**src/rtl/vec_mag_rr_arbiter.sv**
```systemverilog
// Round-robin front end sharing one vec_mag_top stream pipeline between N_REQ requesters.
// Define VEC_ARB_PKT_LOCK_EN to hold the grant for a whole packet (until tlast).
module vec_mag_rr_arbiter #(
    parameter int COORD_WIDTH = 8,
    parameter int N_REQ       = 4,
    parameter int TAG_DEPTH   = 8,
    localparam int DW         = 4 * COORD_WIDTH,
    localparam int ID_W       = $clog2(N_REQ),
    localparam int CW         = $clog2(TAG_DEPTH + 1)
) (
    input  logic                clk,
    input  logic                rst_n,
    input  logic [N_REQ*DW-1:0] req_tdata,
    input  logic [N_REQ-1:0]    req_tvalid,
    input  logic [N_REQ-1:0]    req_tlast,
    output logic [N_REQ-1:0]    req_tready,
    output logic [DW-1:0]       core_s_tdata,
    output logic                core_s_tvalid,
    output logic                core_s_tlast,
    input  logic                core_s_tready,
    input  logic [DW-1:0]       core_m_tdata,
    input  logic                core_m_tvalid,
    input  logic                core_m_tlast,
    output logic                core_m_tready,
    output logic [DW-1:0]       rsp_tdata,
    output logic                rsp_tvalid,
    output logic                rsp_tlast,
    output logic [ID_W-1:0]     rsp_tdest,
    input  logic                rsp_tready,
    output logic [CW-1:0]       inflight_o,
    output logic                orphan_err_o
);

    localparam int AW = (TAG_DEPTH > 1) ? $clog2(TAG_DEPTH) : 1;

    logic [ID_W-1:0] rr_ptr;
    logic [ID_W-1:0] search_id;
    logic            search_hit;
    logic [ID_W-1:0] gnt_id;
    logic            gnt_valid;

    logic [ID_W-1:0] tag_mem [TAG_DEPTH];
    logic [AW-1:0]   wr_ptr;
    logic [AW-1:0]   rd_ptr;
    logic [CW-1:0]   count;
    logic            fifo_full;
    logic            fifo_empty;
    logic            push;
    logic            pop;
    logic            orphan;

    function automatic logic [ID_W-1:0] next_id(input logic [ID_W-1:0] id);
        return (id == ID_W'(N_REQ - 1)) ? '0 : id + 1'b1;
    endfunction

    function automatic logic [AW-1:0] next_ptr(input logic [AW-1:0] ptr);
        return (ptr == AW'(TAG_DEPTH - 1)) ? '0 : ptr + 1'b1;
    endfunction

    // Scan from the highest offset down so the requester nearest rr_ptr wins.
    always_comb begin
        int              idx;
        logic [ID_W-1:0] cand;
        search_hit = 1'b0;
        search_id  = rr_ptr;
        idx        = 0;
        cand       = '0;
        for (int k = N_REQ - 1; k >= 0; k--) begin
            idx = int'(rr_ptr) + k;
            if (idx >= N_REQ) idx = idx - N_REQ;
            cand = ID_W'(idx);
            if (req_tvalid[cand]) begin
                search_hit = 1'b1;
                search_id  = cand;
            end
        end
    end

`ifdef VEC_ARB_PKT_LOCK_EN
    typedef enum logic {IDLE, LOCKED} lock_state_t;
    lock_state_t     state;
    logic [ID_W-1:0] lock_id;

    assign gnt_id    = (state == LOCKED) ? lock_id : search_id;
    assign gnt_valid = (state == LOCKED) ? req_tvalid[lock_id] : search_hit;

    always_ff @(posedge clk or negedge rst_n) begin
        if (!rst_n) begin
            state   <= IDLE;
            lock_id <= '0;
            rr_ptr  <= '0;
        end else if (push) begin
            if (core_s_tlast) begin
                state  <= IDLE;
                rr_ptr <= next_id(gnt_id);
            end else begin
                state   <= LOCKED;
                lock_id <= gnt_id;
            end
        end
    end
`else
    assign gnt_id    = search_id;
    assign gnt_valid = search_hit;

    always_ff @(posedge clk or negedge rst_n) begin
        if (!rst_n) begin
            rr_ptr <= '0;
        end else if (push) begin
            rr_ptr <= next_id(gnt_id);
        end
    end
`endif

    assign fifo_full  = (count == CW'(TAG_DEPTH));
    assign fifo_empty = (count == '0);

    // Valid/ready outputs are gated by rst_n so they drop as soon as reset asserts.
    assign core_s_tvalid = rst_n & gnt_valid & ~fifo_full;
    assign core_s_tdata  = req_tdata[int'(gnt_id)*DW +: DW];
    assign core_s_tlast  = req_tlast[gnt_id];
    assign push          = core_s_tvalid & core_s_tready;

    always_comb begin
        req_tready         = '0;
        req_tready[gnt_id] = push;
    end

    assign rsp_tvalid    = rst_n & core_m_tvalid & ~fifo_empty;
    assign rsp_tdest     = tag_mem[rd_ptr];
    assign rsp_tdata     = core_m_tdata;
    assign rsp_tlast     = core_m_tlast;
    assign core_m_tready = rst_n & (fifo_empty | rsp_tready);
    assign pop           = rsp_tvalid & rsp_tready;
    assign orphan        = rst_n & core_m_tvalid & fifo_empty;

    always_ff @(posedge clk) begin
        if (push) tag_mem[wr_ptr] <= gnt_id;
    end

    always_ff @(posedge clk or negedge rst_n) begin
        if (!rst_n) begin
            wr_ptr       <= '0;
            rd_ptr       <= '0;
            count        <= '0;
            orphan_err_o <= 1'b0;
        end else begin
            if (push) wr_ptr <= next_ptr(wr_ptr);
            if (pop)  rd_ptr <= next_ptr(rd_ptr);
            if (push && !pop)      count <= count + 1'b1;
            else if (pop && !push) count <= count - 1'b1;
            if (orphan) orphan_err_o <= 1'b1;
        end
    end

    assign inflight_o = count;

endmodule

```
**config.mk**
```make
export PLATFORM = sky130hd
export DESIGN_NAME = vec_mag_rr_arbiter
export DESIGN_NICKNAME = d
export VERILOG_FILES = /design/src/rtl/vec_mag_rr_arbiter.sv
export SDC_FILE = /design/constraint.sdc
export NUM_CORES = 1
export LEC_CHECK = 0
export CAP_MARGIN = 20
export CELL_PAD_IN_SITES_DETAIL_PLACEMENT = 1
export CELL_PAD_IN_SITES_GLOBAL_PLACEMENT = 2
export CORE_ASPECT_RATIO = 0.6
export CORE_MARGIN = 4
export CORE_UTILIZATION = 15
export DETAILED_ROUTE_END_ITERATION = 12
export PLACE_DENSITY_LB_ADDON = 0.1
export SLEW_MARGIN = 30
export SYNTH_ARGS = -nofsm -noshare
export SYNTH_HDL_FRONTEND = slang
export SYNTH_SLANG_ARGS = --single-unit
```
**constraint.sdc**
```tcl
create_clock -name clk -period 3.4 [get_ports clk]
set_clock_uncertainty 0.05 [all_clocks]
set_input_delay 0.34 -clock clk [delete_from_list [all_inputs] [get_ports clk]]
set_output_delay 0.34 -clock clk [all_outputs]
set_load 0.02 [all_outputs]
```
; ---- Yosys cells after proc, flatten, opt, wreduce, memory -nomap -nowiden
; Memory sizes are Yosys's and may differ from the RTL's.
; Index checks and enable logic that the tools add are counted.
[totals]
regBits = 13
ramBits = 16
in_bits = 174
n_memories = 1
[classes]
add_sub_neg = 12
n_lt_le_gt_ge = 10
eq_ne = 4
shifts = 1
n_mux = 31
n_bitwise = 12
n_reduce_logical = 7
[mem_list]
columns = name, depth, width, read_ports, rd_clocked_by_memory_dff, write_ports, line
row1 = tag_mem, 8, 2, 1, 0, 1, 42  ; logic [ID_W-1:0] tag_mem [TAG_DEPTH];
[ops]
columns = cell, n
row1 = $shiftx A128 B8 Y32, 1
row2 = $mux W2, 9
row3 = $lt A2 B3 Y1 const B, 5
row4 = $mux W1, 12
row5 = $bmux W1 S2, 5
row6 = $ge A3 B3 Y1 const B, 3
row7 = $and A1 B1 Y1, 8
row8 = $mux W4, 2
row9 = $sub A2 B1 Y2 const B, 4
row10 = $add A2 B2 Y3 const B, 2
row11 = $add A3 B1 Y3 const B, 2
row12 = $eq A3 B3 Y1 const B, 2
row13 = $mux W3, 2
row14 = $add A4 B1 Y4 const B, 1
row15 = $and A4 B4 Y4, 1
row16 = $eq A4 B4 Y1 const B, 1
row17 = $logic_not A4 Y1, 1
row18 = $sub A4 B1 Y4 const B, 1
row19 = $add A2 B1 Y3 const B, 1
row20 = $ge A2 B3 Y1 const B, 1
row21 = $logic_and A1 B1 Y1, 3
row22 = $add A2 B1 Y2 const B, 1
row23 = $demux W1 S2, 1
row24 = $eq A2 B2 Y1 const B, 1
row25 = other kinds (5), 7

; ---- Depth between registers and ports, before layout
; Gate-level depths: netlist of the first run.
[logic_depth]
depth_word = 16
depth_mapped = 12
depth_no_buf = 11

; ---- Worst setup path before layout of the first run
; OpenSTA, ideal clock, no wires.
[synth_path]
path_kind = register -> register
startpoint = register count[0] (netlist: inflight_o[0])
endpoint = register count[3] (netlist: inflight_o[3])
setup_time_ns = 0.132
t_arrival_ns = 2.716
slack_ns = 0.502
path_stages_with_launch = 13
cell_sequence = dfrtp_1 -> nor3_1 -> a21oi_1 -> and2_1 -> buf_2 -> ha_1 -> inv_1 -> ha_1 -> a21o_1 -> a21oi_1 -> xnor2_1 -> nor2_1 -> xor2_1
[synth_between]
elab_chain_cells = 7
word_cells_on_any_way = 17
classes_between = 2 x add/sub / 1 x eq/ne / 2 x mux / 6 x bitwise / 6 x reduce/logical
[synth_lines]
columns = item, line
row1 = from (decl), 45  ; logic [CW-1:0] count;
row2 = from (signal assigned), 150  ; if (push && !pop) count <= count + 1'b1;
row3 = from (signal assigned), 151  ; else if (pop && !push) count <= count - 1'b1;
row4 = $eq A4 B4 Y1 (*), 115  ; assign fifo_full = (count == CW'(TAG_DEPTH));
row5 = $not A1 Y1 (*), 119  ; assign core_s_tvalid = rst_n & gnt_valid & ~fifo_full;
row6 = $and A1 B1 Y1 (*), 119
row7 = via core_s_tvalid, 18  ; output logic core_s_tvalid,
row8 = $and A1 B1 Y1 (*), 122  ; assign push = core_s_tvalid & core_s_tready;
row9 = via push, 48  ; logic push;
row10 = $logic_not A1 Y1, 151
row11 = $logic_and A1 B1 Y1, 151
row12 = $reduce_bool A2 Y1 (no source line), --
; The timed path passes the listed nets; every way through them passes the cells marked *. The select of a mux whose other input is x is not followed.
; A chain may end at the register's enable or synchronous reset.

; ---- Worst setup path after layout of the first run
[layout_path]
startpoint = input port req_tvalid[0]
endpoint = output port core_s_tdata[19]
[layout_between]
elab_chain_cells = 7
word_cells_on_any_way = 13
classes_between = 1 x shift / 12 x mux
[layout_lines]
columns = item, line
row1 = from (decl), 14  ; input logic [N_REQ-1:0] req_tvalid,
row2 = $bmux W1 S2, 72  ; if (req_tvalid[cand]) begin
row3 = $mux W1 (implied by the code), 72
row4 = $mux W2 (3 in a row), 72
row5 = $mux W2 (*), 72
row6 = $shiftx A128 B8 Y32 (*), 120  ; assign core_s_tdata = req_tdata[int'(gnt_id)*DW +: DW];
row7 = to (decl), 17  ; output logic [DW-1:0] core_s_tdata,
; Mark *: on every way between the ends. The rest lies on a longest branch, timed or not. The select of a mux whose other input is x is not followed.

==> impl_metrics.ini, run 1 <==
[sta]
relSlewSlack_pct = 68.25
fin_crit_sh_pct = 95.62
setup_viol = 0
final-max-slew-violation-count = 0
finalHoldViolCount = 0
holdWs_ns = 0.4414
clock.fmax_mhz = 307.6
grt_setup_unrepaired = yes
fin_crit_ns = 3.251
tightest_slew_ns = 0.4719

[placed_design]
port_buffers = 187
place.gp.congestion = 0.7163
hpwl_mm = 9.759
dpl.cell_count = 714

[cells_and_area]
layout_commonest_cell = clkdlybuf4s50_1
mostFrequentLayoutCells = clkdlybuf4s50_1 (174), nand2_1 (106), a21oi_1 (36)
drive_above_1_share_pct = 7.992
final_nets = 673
diodes = 0
area_growth_pct = 76.20
instances_no_fill = 722

[route]
drtIter0Drc = 127
drc_errors = 0
via_count = 2991
routed_wl_mm = 11.92
wl_per_cell_um = 16.51
drtAntennaViolNets = 0
via_per_inst = 4.143
drt_first_pass_iters = 4

[clocking]
postCtsHoldBufs = 0
cts.sinks = 29
clk_pin_slew_ns = 0.05
cts_tree = done
cts_max_level = 2
clockRootBuffer = clkbuf_16
postCtsSetupBuffers = 0
cts_buffers = 5
clockBufferDepth = 2
clkLatencyLatePin_ns = 0.28

[critical_path]
critPathMaxFanout = 50
crit_buf_inv = 4
timing_worst_setup_path_type = in2out
reg2reg_from = inflight_o[1]
cpMaxStageDelayCell = clkdlybuf4s50_1
cp_common_cell = clkdlybuf4s50_1
crit_chain = clkdlybuf4s50_1 -> nor2b_1 -> a2111oi_0 -> or2_2 -> inv_2 -> buf_12 -> nand2_1 -> a32oi_1 -> clkdlybuf4s50_1
crit_required_ns = 3.01
startpoint = req_tvalid[0]
cp-end-kind = output pin
max_stage_delay_ns = 0.65
cp_top_family = buffers and inverters
worstPathArrival_ns = 2.86
start_kind = input port

[floorplanning]
core_area_mm2 = 0.01750
die_w_um = 182.3
ios = 254
initial_core_util_pct = 15.62
rows = 37
fp.dieH_um = 112.6
dieArea_mm2 = 0.02052

[synthesis]
synthCells = 336
synth_seq_cells = 29
ys.flop_type = edfxtp_1
ys_seq_area_share_pct = 29.47
syn_area_per_cell_um2 = 8.137
syn-cell-area_mm2 = 0.002734
yosysUniqueCellTypes = 36
yosysWarnings = 0
synth_nets = 522
synth-edff-count = 16
async_flop_share_pct = 44.83

[hold_path]
hold_path.class = reg2reg
min-delay-start = orphan_err_o

[power_and_ir_drop]
powerDensity_mw_per_mm2 = 722.5
ir_drop_mv = 0.2821
p_leak_uw = 0.001904

[global_routing]
grt_util_all_layers_pct = 11.35
grt.overflow.total = 0
grt_max_degree = 55
antenna_found_initial = 0
grt_pass1_wl_mm = 18.91
grt_pass1_vias = 3367

[status]
status = complete, no violations

[job]
max_cap_viol_count = 0
[report_power, final]
group          total, uW  switching (uW)  internal (uW)
Clock                419             152            267
Sequential           631             139            492
Combinational       2430            1280           1150
[timing repair]
item,CTS,global route
resized for setup,0,13
setup endpoints to repair,0,14
endpoints found under the hold margin,0,0
[flip-flops by register name (all words and copies together), names as in the netlist]
name,flops
tag_mem,16
wr_ptr,3
rr_ptr,2
rd_ptr,3
inflight_o,4
orphan_err_o,1
[cells by family (layout without fill, tap and decap cells)]
kind of cell	after synthesis	after routing	share of synthesized area (%)
simple gates	138	138	20.82
compound gates	81	81	20.41
buf+inv	60	212	15.65
flops	29	29	29.47
fa+ha+maj	12	12	5.767
mux	12	12	6.591
xor+xnor	4	4	1.282
[final timing paths]
kind                                     to  slack, ns  cells past startpoint
max                        core_s_tdata[19]       0.15                      9
min                            orphan_err_o       0.44                      1
max reg2reg                   inflight_o[3]       0.43                     12
min reg2reg                    orphan_err_o       0.44                      1
max in group asynchronous         rd_ptr[1]       2.64                      2
min in group asynchronous         rr_ptr[0]       0.50                      2
[Yosys cell counts (2+ instances only)]
library cell / number / area share (%)
nand2_1: 106 / 15
a21oi_1: 36 / 6.6
a32oi_1: 33 / 11
buf_4: 33 / 9.1
edfxtp_1: 16 / 18
dfrtp_1: 13 / 12
ha_1: 11 / 5.0
nor2_1: 10 / 1.4
buf_2: 9 / 1.6
buf_6: 9 / 3.7
mux2_2: 8 / 3.3
clkbuf_1: 6 / 0.82
nor3_1: 5 / 0.92
and3_1: 4 / 0.92
mux4_2: 4 / 3.3
nor2b_1: 4 / 0.92
nand2b_1: 3 / 0.69
o21ai_0: 3 / 0.55
xnor2_1: 3 / 0.96
a21o_1: 2 / 0.55
inv_1: 2 / 0.27
o21a_1: 2 / 0.55
[routing by layer]
layer	track usage, %	vias to the layer above	part of all wire [%]
li1	-	1468	-
met1	14.15	1390	44
met2	18.60	119	46
met3	4.631	14	9.6
met4	2.299	0	1.1
met5	0	-	0
[per-stage QoR]
step / worst slack, ns / utilization (%) / setup TNS, ns / power (uW) / cell area (um^2)
6_report: 0.1491 / 27.53 / 0 / 3480 / 4817
4_1_cts: 0.1116 / 27.34 / 0 / 3596 / 4785
5_1_grt: -0.01498 / 27.53 / -0.01498 / 3812 / 4817
3_3_place_gp: 0.1544 / 26.53 / 0 / 3114 / 4642
3_5_place_dp: 0.1155 / 26.53 / 0 / 3147 / 4642
2_1_floorplan: 0.5019 / - / 0 / 2099 / 2734
[layout make-up]
class / instances / area (um^2)
timing repair buffer: 201 / 2047
fill: 2076 / 12680
multi-input combinational: 247 / 1518
inverter: 3 / 11.26
sequential: 29 / 805.8
clock inverter: 3 / 17.52
clock buffer: 5 / 125.1
tap: 234 / 292.8
Note: power is estimated with default switching activity, not from simulation.
==> run 2: changes to the inputs <==
- ABC_AREA: default -> 1
- CORE_UTILIZATION: 15 -> 17
==> run 2 against run 1 <==
  * Fmax increased by 3.3%
  * Wire length is 42% higher
  * Cell count up 51%
==> impl_metrics.ini, run 2 <==
[cells_and_area]
largest_reg_flops = 16
layout_commonest_cell = clkdlybuf4s50_1
nFillCells = 2810
area_growth_pct = 53.41
final_nets = 963
largest-register = tag_mem
seqCellArea_um2 = 807.0
drive_above_1_share_pct = 10.15
fin_area_mm2 = 0.006052
mostFrequentLayoutCells = clkdlybuf4s50_1 (179), inv_1 (155), nand3_1 (142)
multiInputGateArea_mm2 = 0.002023
instances_no_fill = 1087

[floorplanning]
ios = 254
dieArea_mm2 = 0.02579
core_area_mm2 = 0.02244
rows = 42
fp.dieH_um = 126
die_w_um = 204.7
initial_core_util_pct = 17.58

[clocking]
cts_buffers = 5
cts.sinks = 29
clkLatencyLatePin_ns = 0.28
clockRootBuffer = clkbuf_16
clk_pin_slew_ns = 0.05
clockBufferDepth = 2
cts_max_level = 2
cts_tree = done

[critical_path]
cp_top_family = buffers and inverters
critPathMaxFanout = 25
crit_chain = inv_4 -> nand2_1 -> nand3_1 -> nand2_1 -> inv_2 -> nand2_2 -> nand2_4 -> nand2_4 -> nand2_4 -> nand2_8 -> buf_12 -> nand2_1 -> nand3_1 -> nand2_1 -> clkdlybuf4s50_1
crit_required_ns = 3.01
max_stage_delay_ns = 0.63
worstPathArrival_ns = 2.76
r2r-end = inflight_o[3]
cpMaxStageDelayCell = clkdlybuf4s50_1
timing_worst_setup_path_type = reg2out
start_kind = flop
cp-end-kind = output pin
crit_buf_inv = 4
cp_common_cell = nand2_1
reg2reg_from = rr_ptr[0]
ff2ff_setup_slack_ns = 0.52
reg2regPathDepth = 18

[route]
drtAntennaViolNets = 0
drtIter0Drc = 154
drc_errors = 0
via_per_inst = 3.965
routed_wl_mm = 16.88
drt_first_pass_iters = 4
via_count = 4310
wl_per_cell_um = 15.53

[synthesis]
synth_seq_cells = 29
yosysTopAreaCell = nand3_1
synthCells = 631
async_flop_share_pct = 44.83
synth_nets = 817
syn-cell-area_mm2 = 0.003945
synth-edff-count = 16
ys_seq_area_share_pct = 20.42
yosysUniqueCellTypes = 30
syn_area_per_cell_um2 = 6.252
yosysTopAreaCellShare_pct = 18.01
yosysMostFrequentCell = inv_1
synth_area_leaders = nand3_1 (18%), inv_1 (15%), edfxtp_1 (12%)
yosysWarnings = 0
ys_top_cells_by_count = inv_1 (155), nand3_1 (142), nand2_1 (111)
ys.flop_type = edfxtp_1

[sta]
final-max-slew-violation-count = 0
relSlewSlack_pct = 78.71
grt_setup_unrepaired = no
fin_crit_ns = 3.147
fin_crit_sh_pct = 92.55
clock.fmax_mhz = 317.8
tightest_slew_ns = 0.3194
setup_viol = 0
fin_tns_setup_ns = 0
holdWs_ns = 0.3517
finalHoldViolCount = 0

[global_routing]
grt_util_all_layers_pct = 12.53
antenna_found_initial = 0
grt_pass1_vias = 4522
grt.overflow.total = 0
grt_max_degree = 47
grt_pass1_wl_mm = 25.85

[placed_design]
place_area_mm2 = 0.005858
place.gp.congestion = 0.7697
hpwl_mm = 13.49
dpl.cell_count = 1078
port_buffers = 187

[power_and_ir_drop]
finalPower_uw = 7143
p_leak_uw = 0.003134
powerDensity_mw_per_mm2 = 1180
ir_drop_mv = 0.6999

[job]
max_cap_viol_count = 0

[hold_path]
hold_path.class = in2async

[status]
status = complete, no violations
[run 2: changes by cell type after synthesis, moves of 24 or more]
| cell | previous run | this run |
|---|---|---|
| a21oi_1 | 36 | 2 |
| a32oi_1 | 33 | 0 |
| inv_1 | 2 | 155 |
| nand3_1 | 1 | 142 |
| nand3_2 | 0 | 32 |
| nor2_1 | 10 | 34 |
[run 2: timing repair]
item | CTS | global route
endpoints found under the setup margin | 23 | 37
gates cloned | 0 | 0
hold endpoints to repair | 0 | 0
gates resized for setup | 1 | 15
buffers inserted | 0 | 0
hold buffers | 0 | 0
[run 2: logic make-up (layout without fill, tap and decap cells)]
| kind of cell | after synthesis | in the layout | share of synthesized area (%) |
|---|---|---|---|
| AND/OR/NAND/NOR | 330 | 330 | 42.47 |
| buffers and inverters | 229 | 376 | 28.51 |
| flip-flops | 29 | 29 | 20.42 |
| AO/OA/AOI/OAI | 28 | 28 | 3.933 |
| adder cells (fa/ha/maj) | 12 | 12 | 3.996 |
| XOR/XNOR | 3 | 3 | 0.6662 |
| other | 0 | 1 | 0 |
[run 2: stage by stage]
stage,worst slack [ns],util [%]
floorplan,0.7282,-
global placement,0.05054,26.11
detailed placement,0.007353,26.11
CTS,0.01336,26.76
global route,0.002002,26.96
finish,0.2532,26.97
[run 2: final cells by class]
cell class | instances | share of cell area (%)
antenna | 1 | 0.04135
clock buffer | 5 | 2.067
clock inverter | 3 | 0.2894
inverter | 164 | 10.21
multi-input combinational | 373 | 33.43
sequential | 29 | 13.33
tap | 308 | 6.368
timing repair buffer | 204 | 34.26
[run 2: routing by layer]
layer / GRT usage, % / up-vias / wire length [um]
met3: 2.338 / 14 / 868
met2: 21.35 / 101 / 8029
met1: 17.14 / 2001 / 7917
met4: 1.378 / 0 / 65
met5: 0 / - / 0
li1: - / 2194 / -
[run 2: power breakdown]
part | switching, uW | internal [uW]
Combinational | 3640 | 2420
Sequential | 121 | 535
Clock | 152 | 267
Total | 3920 | 3230
[run 2: how the worst max path moves through the flow]
stage                             start               end  depth (start not counted)
after global routing          rr_ptr[0]  core_s_tdata[11]                         15
after CTS                     rr_ptr[0]  core_s_tdata[30]                         15
after floorplan               rr_ptr[0]     inflight_o[3]                         20
after global placement    req_tvalid[3]  core_s_tdata[21]                         15
final                         rr_ptr[0]  core_s_tdata[11]                         15
after detailed placement  req_tvalid[3]  core_s_tdata[11]                         15
==> run 3: changes to the inputs <==
- SKIP_CTS_REPAIR_TIMING: default -> 1
==> run 3 against run 2 <==
  * Highest routed layer unchanged
  * Register-to-register slack improved by 0.05 ns
  * Global-route usage stayed put
  * Worst hold slack about the same
  * Die area stayed put
  * Clock power about the same
  * Worst setup slack worse by 0.044 ns
  * Count of clock-buffer cells in the layout did not move
  * Fmax down 1.4%
==> impl_metrics.ini, run 3 (same netlist as run 2, synthesis figures left out) <==
[clocking]
cts_max_level = 2
cts_buffers = 5
cts_tree = done
clockRootBuffer = clkbuf_16
clk_pin_slew_ns = 0.05
cts.sinks = 29
clockBufferDepth = 2
clkLatencyLatePin_ns = 0.28

[sta]
setup_viol = 0
tightest_slew_ns = 0.4112
clock.fmax_mhz = 313.4
fin_crit_ns = 3.190
fin_crit_sh_pct = 93.84
fin_tns_setup_ns = 0
relSlewSlack_pct = 72.59
finalWorstSetupSlack_ns = 0.2096
finalHoldViolCount = 0
final-max-slew-violation-count = 0
holdWs_ns = 0.3515

[hold_path]
hold_path.class = in2async

[cells_and_area]
mostFrequentLayoutCells = clkdlybuf4s50_1 (183), inv_1 (155), nand3_1 (142)
seqCellArea_um2 = 807.0
drive_above_1_share_pct = 10.38
nFillCells = 2812
area_growth_pct = 53.06
largest_reg_flops = 16
multiInputGateArea_mm2 = 0.002014
layout_commonest_cell = clkdlybuf4s50_1
instances_no_fill = 1089
largest-register = tag_mem
final_nets = 965

[global_routing]
grt_pass1_vias = 4522
grt_max_degree = 47
grt.overflow.total = 0
grt_util_all_layers_pct = 12.53
grt_pass1_wl_mm = 25.85
antenna_found_initial = 0

[critical_path]
startpoint = req_tvalid[3]
timing_worst_setup_path_type = in2out
cpMaxStageDelayCell = clkdlybuf4s50_1
critPathMaxFanout = 46
r2r-end = inflight_o[3]
reg2reg_from = rr_ptr[0]
cp-end-kind = output pin
ff2ff_setup_slack_ns = 0.57
reg2regPathDepth = 18
crit_chain = clkdlybuf4s50_1 -> inv_1 -> nand2_1 -> nand3_1 -> nand2_1 -> inv_2 -> nand2_2 -> nand2_4 -> nand2_4 -> nand2_4 -> clkbuf_8 -> nand3_2 -> nand3_1 -> nand2_1 -> clkdlybuf4s50_1
crit_buf_inv = 5
start_kind = input port
max_stage_delay_ns = 0.61
cp_top_family = buffers and inverters
worstPathArrival_ns = 2.80
crit_required_ns = 3.01

[route]
via_count = 4312
drtIter0Drc = 156
drc_errors = 0
drt_first_pass_iters = 4
routed_wl_mm = 16.95
wl_per_cell_um = 15.56
drtAntennaViolNets = 0
via_per_inst = 3.960

[placed_design]
port_buffers = 187
dpl.cell_count = 1078
post-place-ws_ns = 0.007353
place.gp.congestion = 0.7697
hpwl_mm = 13.49

[floorplanning]
die_w_um = 204.7
core_area_mm2 = 0.02244
ios = 254
dieArea_mm2 = 0.02579
rows = 42
fp.dieH_um = 126
initial_core_util_pct = 17.58

[status]
status = complete, no violations

[power_and_ir_drop]
p_leak_uw = 0.003092
ir_drop_mv = 0.7003
powerDensity_mw_per_mm2 = 1182

[job]
max_cap_viol_count = 0
run 3: cell count changes in the layout (fill, tap and decap cells not counted):
cell / delta
nand2_4: +1
clkbuf_8: +1
buf_12: -1
dlymetal6s2s_1: -4
buf_6: -1
nand2_8: -1
buf_4: +3
clkdlybuf4s50_1: +4
run 3: per-stage QoR:
stage | power (uW) | cell area (um^2) | util (%)
detailed placement | 6873 | 5858 | 26.11
finish | 7138 | 6038 | 26.91
global placement | 6858 | 5858 | 26.11
global route | 7840 | 6036 | 26.90
CTS | 7325 | 6001 | 26.74
floorplan | 4452 | 3945 | -
run 3: power by group:
group	internal [uW]	switching [uW]
Clock	267	153
Combinational	2420	3650
Sequential	535	116
run 3: metal layers:
| metal | global-route usage (%) | wire, um |
|---|---|---|
| met5 | 0 | 0 |
| met4 | 1.378 | 65 |
| met3 | 2.338 | 868 |
| met2 | 21.35 | 8065 |
| met1 | 17.14 | 7946 |
run 3: worst register-to-register path, cell delays in order, from the launching register on:
cell and delay [ns]:
dfrtp_2 0.45, inv_4 0.13, nand2_1 0.11, nand3_2 0.09, nand2_1 0.07, inv_2 0.13
nand3_1 0.11, nand2_1 0.09, inv_2 0.04, nand2_2 0.14, inv_2 0.06, ha_1 0.24
inv_1 0.13, ha_1 0.24, a21o_1 0.17, a21oi_1 0.16, nor2_1 0.06, nor2_1 0.15
xor2_1 0.15
run 3: worst max path at each step:
stage	endpoint	depth (start not counted)
floorplan	inflight_o[3]	20
global placement	core_s_tdata[21]	15
detailed placement	core_s_tdata[11]	15
CTS	core_s_tdata[11]	14
global route	core_s_tdata[28]	14
finish	core_s_tdata[18]	15
run 3: cell type report:
class                           count  share of cell area, %
Multi-Input combinational cell    373                  33.36
Tap cell                          308                  6.382
Timing Repair Buffer              206                  34.25
Clock buffer                        5                  2.072
Sequential cell                    29                  13.37
Antenna cell                        1                0.04144
Clock inverter                      3                 0.2901
Inverter                          164                  10.24
==> patch 1: new RTL, config.mk and constraints of run 1 <==
Add a define of `VEC_ARB_PKT_LOCK_EN`.
--- a/src/rtl/vec_mag_rr_arbiter.sv
+++ b/src/rtl/vec_mag_rr_arbiter.sv
@@ -1,4 +1,6 @@
 // Round-robin front end sharing one vec_mag_top stream pipeline between N_REQ requesters.
 // Define VEC_ARB_PKT_LOCK_EN to hold the grant for a whole packet (until tlast).
+`define VEC_ARB_PKT_LOCK_EN
+
 module vec_mag_rr_arbiter #(
     parameter int COORD_WIDTH = 8,
Check against the original RTL: not equivalent (a bounded check fails within 4 cycles, from zero or initial values and one cycle with rst_n low).
==> patch 1 against run 1 <==
Worst setup slack improved by 21 ps; area after synthesis up 12%; design area grew 11%; register-to-register slack improved by 30 ps; sequential cell count rose by 3; count of clock-buffer cells in the layout is the same; routed wire length up 12%; total power up 39%; critical path type unchanged.
==> patch 1: results (changes against run 1) <==
.. list-table::
   :header-rows: 1

   * - Metric
     - Value
   * - Most used flip-flop cell after synthesis
     - sky130_fd_sc_hd__edfxtp_1
   * - Met3 track utilization from global routing
     - 0.0322 (-0.0141)
   * - Async set or reset register ratio after synthesis
     - 0.500 (+0.0517)
   * - GP Congestion
     - 0.777 (+8.4%)
   * - Arr. time, crit path
     - 2840 ps (-20 ps)
   * - Rel. slew slack
     - 0.587 (-0.0954)
   * - Total via count after detailed routing
     - 3136 (+4.8%)
   * - Fraction of the yosys area taken by sequential cells
     - 0.287 (-0.00786)
   * - DRT iter0 DRCs
     - 79 (-38%)
   * - Final wirelength
     - 13300 microns (+12%)
   * - Pin count of the biggest net entering global routing
     - 43 (-22%)
   * - Routing usage on met1
     - 0.152 (+0.0102)
   * - Detailed Place HPWL
     - 11000 microns (+13%)
   * - Post-synth net total
     - 544 (+4.2%)
   * - Fill cell count
     - 2307 (+11%)
   * - Global routing met2 resource utilization
     - 0.176 (-0.00973)
   * - Worst-path fanout max
     - 24 (-52%)
   * - Ratio of cells with drive above 1 in the final layout
     - 0.0988 (+0.0189)
   * - Most frequent cells after synthesis
     - sky130_fd_sc_hd__nand2_1 (79), sky130_fd_sc_hd__nor2_1 (38), sky130_fd_sc_hd__buf_4 (36), sky130_fd_sc_hd__a31oi_1 (32), sky130_fd_sc_hd__mux2_1 (27)
   * - CTS Buffer Depth
     - 2 (unchanged)
   * - Portion of total power attributed to combinational logic
     - 0.743 (+0.045)
   * - Fraction of power consumed by sequential logic
     - 0.149 (-0.032)
   * - Initial antenna violation count
     - 1 (+1)
   * - Synth area leaders
     - sky130_fd_sc_hd__edfxtp_1 (16%), sky130_fd_sc_hd__dfrtp_1 (13%), sky130_fd_sc_hd__mux2_1 (9.9%)
   * - Leak
     - 2.27 nW (+19%)
   * - Root cell of the clock tree
     - sky130_fd_sc_hd__clkbuf_16
   * - Worst IR drop on VDD
     - 0.223 mV (-21%)
   * - Net total in the final layout
     - 701 (+4.2%)
   * - Psw
     - 2.26 mW (+44%)
   * - Max FFs per register
     - 16 (unchanged)
   * - Largest incremental delay on the critical path
     - 630 ps (-20 ps)
   * - Run status
     - finished, final reports clean
   * - Hold/Removal Path Class
     - primary input to asynchronous set/reset pin
   * - Number of distinct library cells after synthesis
     - 46 (+28%)
==> patch 1: worst paths after layout <==
kind / from / to / slack [ps] / depth (start not counted)
worst min-delay path: rst_n / inflight_o[3] / 280 / 1
worst max register to register: inflight_o[1] / inflight_o[3] / 460 / 11
worst min register to register: orphan_err_o / orphan_err_o / 420 / 1
max in group asynchronous: rst_n / rd_ptr[2] / 2500 / 2
worst max-delay path: req_tvalid[0] / core_s_tdata[31] / 170 / 10
min in group clk: orphan_err_o / orphan_err_o / 420 / 1
==> patch 1: per-stage QoR <==
stage | std cells | total power, mW | setup WS [ps]
4_1_cts | 789 | 5.04 | 17.9
6_report | 789 | 4.85 | 170
3_3_place_gp | 781 | 4.50 | 28.3
3_5_place_dp | 781 | 4.50 | 8.25
2_1_floorplan | 358 | 2.83 | 596
5_1_grt | 789 | 5.27 | 5.62
==> patch 1: area by class of cell <==
type                            count  area [sq um]  share of cell area
Clock buffer                        5           125              0.0233
Clock inverter                      3          42.5             0.00793
Inverter                            4          20.0             0.00373
Multi-Input combinational cell    269          1820               0.340
Sequential cell                    32           881               0.164
Tap cell                          273           342              0.0637
Timing Repair Buffer              203          2130               0.397
==> patch 1: logic make-up (layout without fill, tap and decap cells) <==
| family | count (synthesis) | count (layout) | share of synthesized area |
|---|---|---|---|
| buf+inv | 57 | 215 | 0.120 |
| simple gates | 149 | 149 | 0.213 |
| mux | 44 | 44 | 0.182 |
| fa+ha+maj | 12 | 12 | 0.0513 |
| xor+xnor | 4 | 4 | 0.0114 |
| compound gates | 60 | 60 | 0.136 |
| flops | 32 | 32 | 0.287 |
==> patch 1: layer usage <==
metal	vias up	part of all wire
met3	22	0.080
li1	1546	-
met2	106	0.44
met5	-	0.00060
met1	1460	0.46
met4	2	0.017
==> patch 2: new RTL, settings of run 1 <==
Without the edit above. Register the output `orphan_err_o` once more, cleared by the reset; this adds one clock of latency there. The other outputs are not delayed to match.
--- a/src/rtl/vec_mag_rr_arbiter.sv
+++ b/src/rtl/vec_mag_rr_arbiter.sv
@@ -33,4 +33,6 @@
 
     localparam int AW = (TAG_DEPTH > 1) ? $clog2(TAG_DEPTH) : 1;
+
+    logic orphan_err_s0;
 
     logic [ID_W-1:0] rr_ptr;
@@ -144,5 +146,5 @@
             rd_ptr       <= '0;
             count        <= '0;
-            orphan_err_o <= 1'b0;
+            orphan_err_s0 <= 1'b0;
         end else begin
             if (push) wr_ptr <= next_ptr(wr_ptr);
@@ -150,5 +152,5 @@
             if (push && !pop)      count <= count + 1'b1;
             else if (pop && !push) count <= count - 1'b1;
-            if (orphan) orphan_err_o <= 1'b1;
+            if (orphan) orphan_err_s0 <= 1'b1;
         end
     end
@@ -156,4 +158,12 @@
     assign inflight_o = count;
 
+    always_ff @(posedge clk or negedge rst_n) begin
+        if (!rst_n) begin
+            orphan_err_o <= '0;
+        end else begin
+            orphan_err_o <= orphan_err_s0;
+        end
+    end
+
 endmodule
 
Check against the original RTL: not equivalent (Yosys sat finds a counterexample within 4 cycles, from zero or initial values and one cycle with rst_n low).
==> patch 2 against run 1 <==
Critical path depth decreased by 1; design area increased by 0.93%; sequential cell count increased by 1; total power is 1.8% higher; area after synthesis grew 0.92%; routed wire length increased by 1.3%; via count grew 1.2%; worst setup slack improved by 62 ps; largest cell class unchanged.
==> patch 2: results (changes against run 1) <==
.. list-table::
   :header-rows: 1

   * - Metric
     - Value
   * - Post-Synthesis Mean Instance Area
     - 8.19 sq um (+0.62%)
   * - Final wirelength
     - 12100 microns (+1.3%)
   * - Ratio of cells with drive above 1 in the final layout
     - 0.0739 (-0.00600)
   * - Initial antenna violation count
     - 1 (+1)
   * - Total power consumption of the routed design
     - 3.54 mW (+1.8%)
   * - Number of standard cells in the layout, taps in and fillers out
     - 727 (+0.69%)
   * - Arr. time, crit path
     - 2800 ps (-60 ps)
   * - Slack of the worst reg-to-reg path
     - 680 ps (+250 ps)
   * - DRT iter0 DRCs
     - 133 (+4.7%)
   * - Worst setup slack after placement
     - 100 ps (-15.3 ps)
   * - Net total in the final layout
     - 672 (-0.15%)
   * - Async set or reset register ratio after synthesis
     - 0.467 (+0.0184)
   * - Worst setup path endpoint
     - core_s_tdata[29]
   * - Worst IR drop on VDD
     - 0.415 mV (+47%)
   * - Critical path startpoint
     - req_tvalid[3]
   * - GP Congestion
     - 0.753 (+5.2%)
   * - Total placed cells including tap cells
     - 719 (+0.70%)
   * - Detailed Place HPWL
     - 9910 microns (+1.5%)
   * - Pin count of the biggest net entering global routing
     - 61 (+11%)
   * - Final critical-path setup slack
     - 211 ps (+62.2 ps)
   * - Switching part of the total power
     - 0.451 (about the same)
   * - Run status
     - finished, final reports clean
   * - Worst Tran Pin Value
     - 460 ps (-12.2 ps)
   * - Post-synth net total
     - 523 (+0.19%)
   * - Worst-path fanout max
     - 42 (-16%)
   * - Leak
     - 1.97 nW (+3.4%)
   * - Fill cell count
     - 2116 (+1.9%)
patch 2: cell types whose count changed after synthesis, sizes merged:
cell	delta
dfrtp	+1
patch 2: layer usage:
layer  vias up  track usage  share of wire
li1       1467            -              -
met1      1446        0.143           0.43
met2       107        0.185           0.48
met3         6       0.0440          0.085
met4         2       0.0124         0.0040
met5         -            0         0.0016
patch 2: final cells by class:
type	count	area [sq um]	area share
repair buffers	199	2060	0.423
multi-input cells	247	1520	0.313
flip-flops and latches	30	831	0.171
well taps	240	300	0.0618
clock buffers	5	125	0.0257
clock inverters	3	16.3	0.00335
inverters	3	11.3	0.00232
patch 2: logic make-up (layout without fill, tap and decap cells):
logic type / count (synthesis) / count (layout) / share of synthesized area
fa+ha+maj: 12 / 12 / 0.0571
flops: 30 / 30 / 0.301
xor+xnor: 4 / 4 / 0.0127
compound gates: 81 / 81 / 0.202
mux: 12 / 12 / 0.0653
buf+inv: 60 / 210 / 0.155
simple gates: 138 / 138 / 0.206
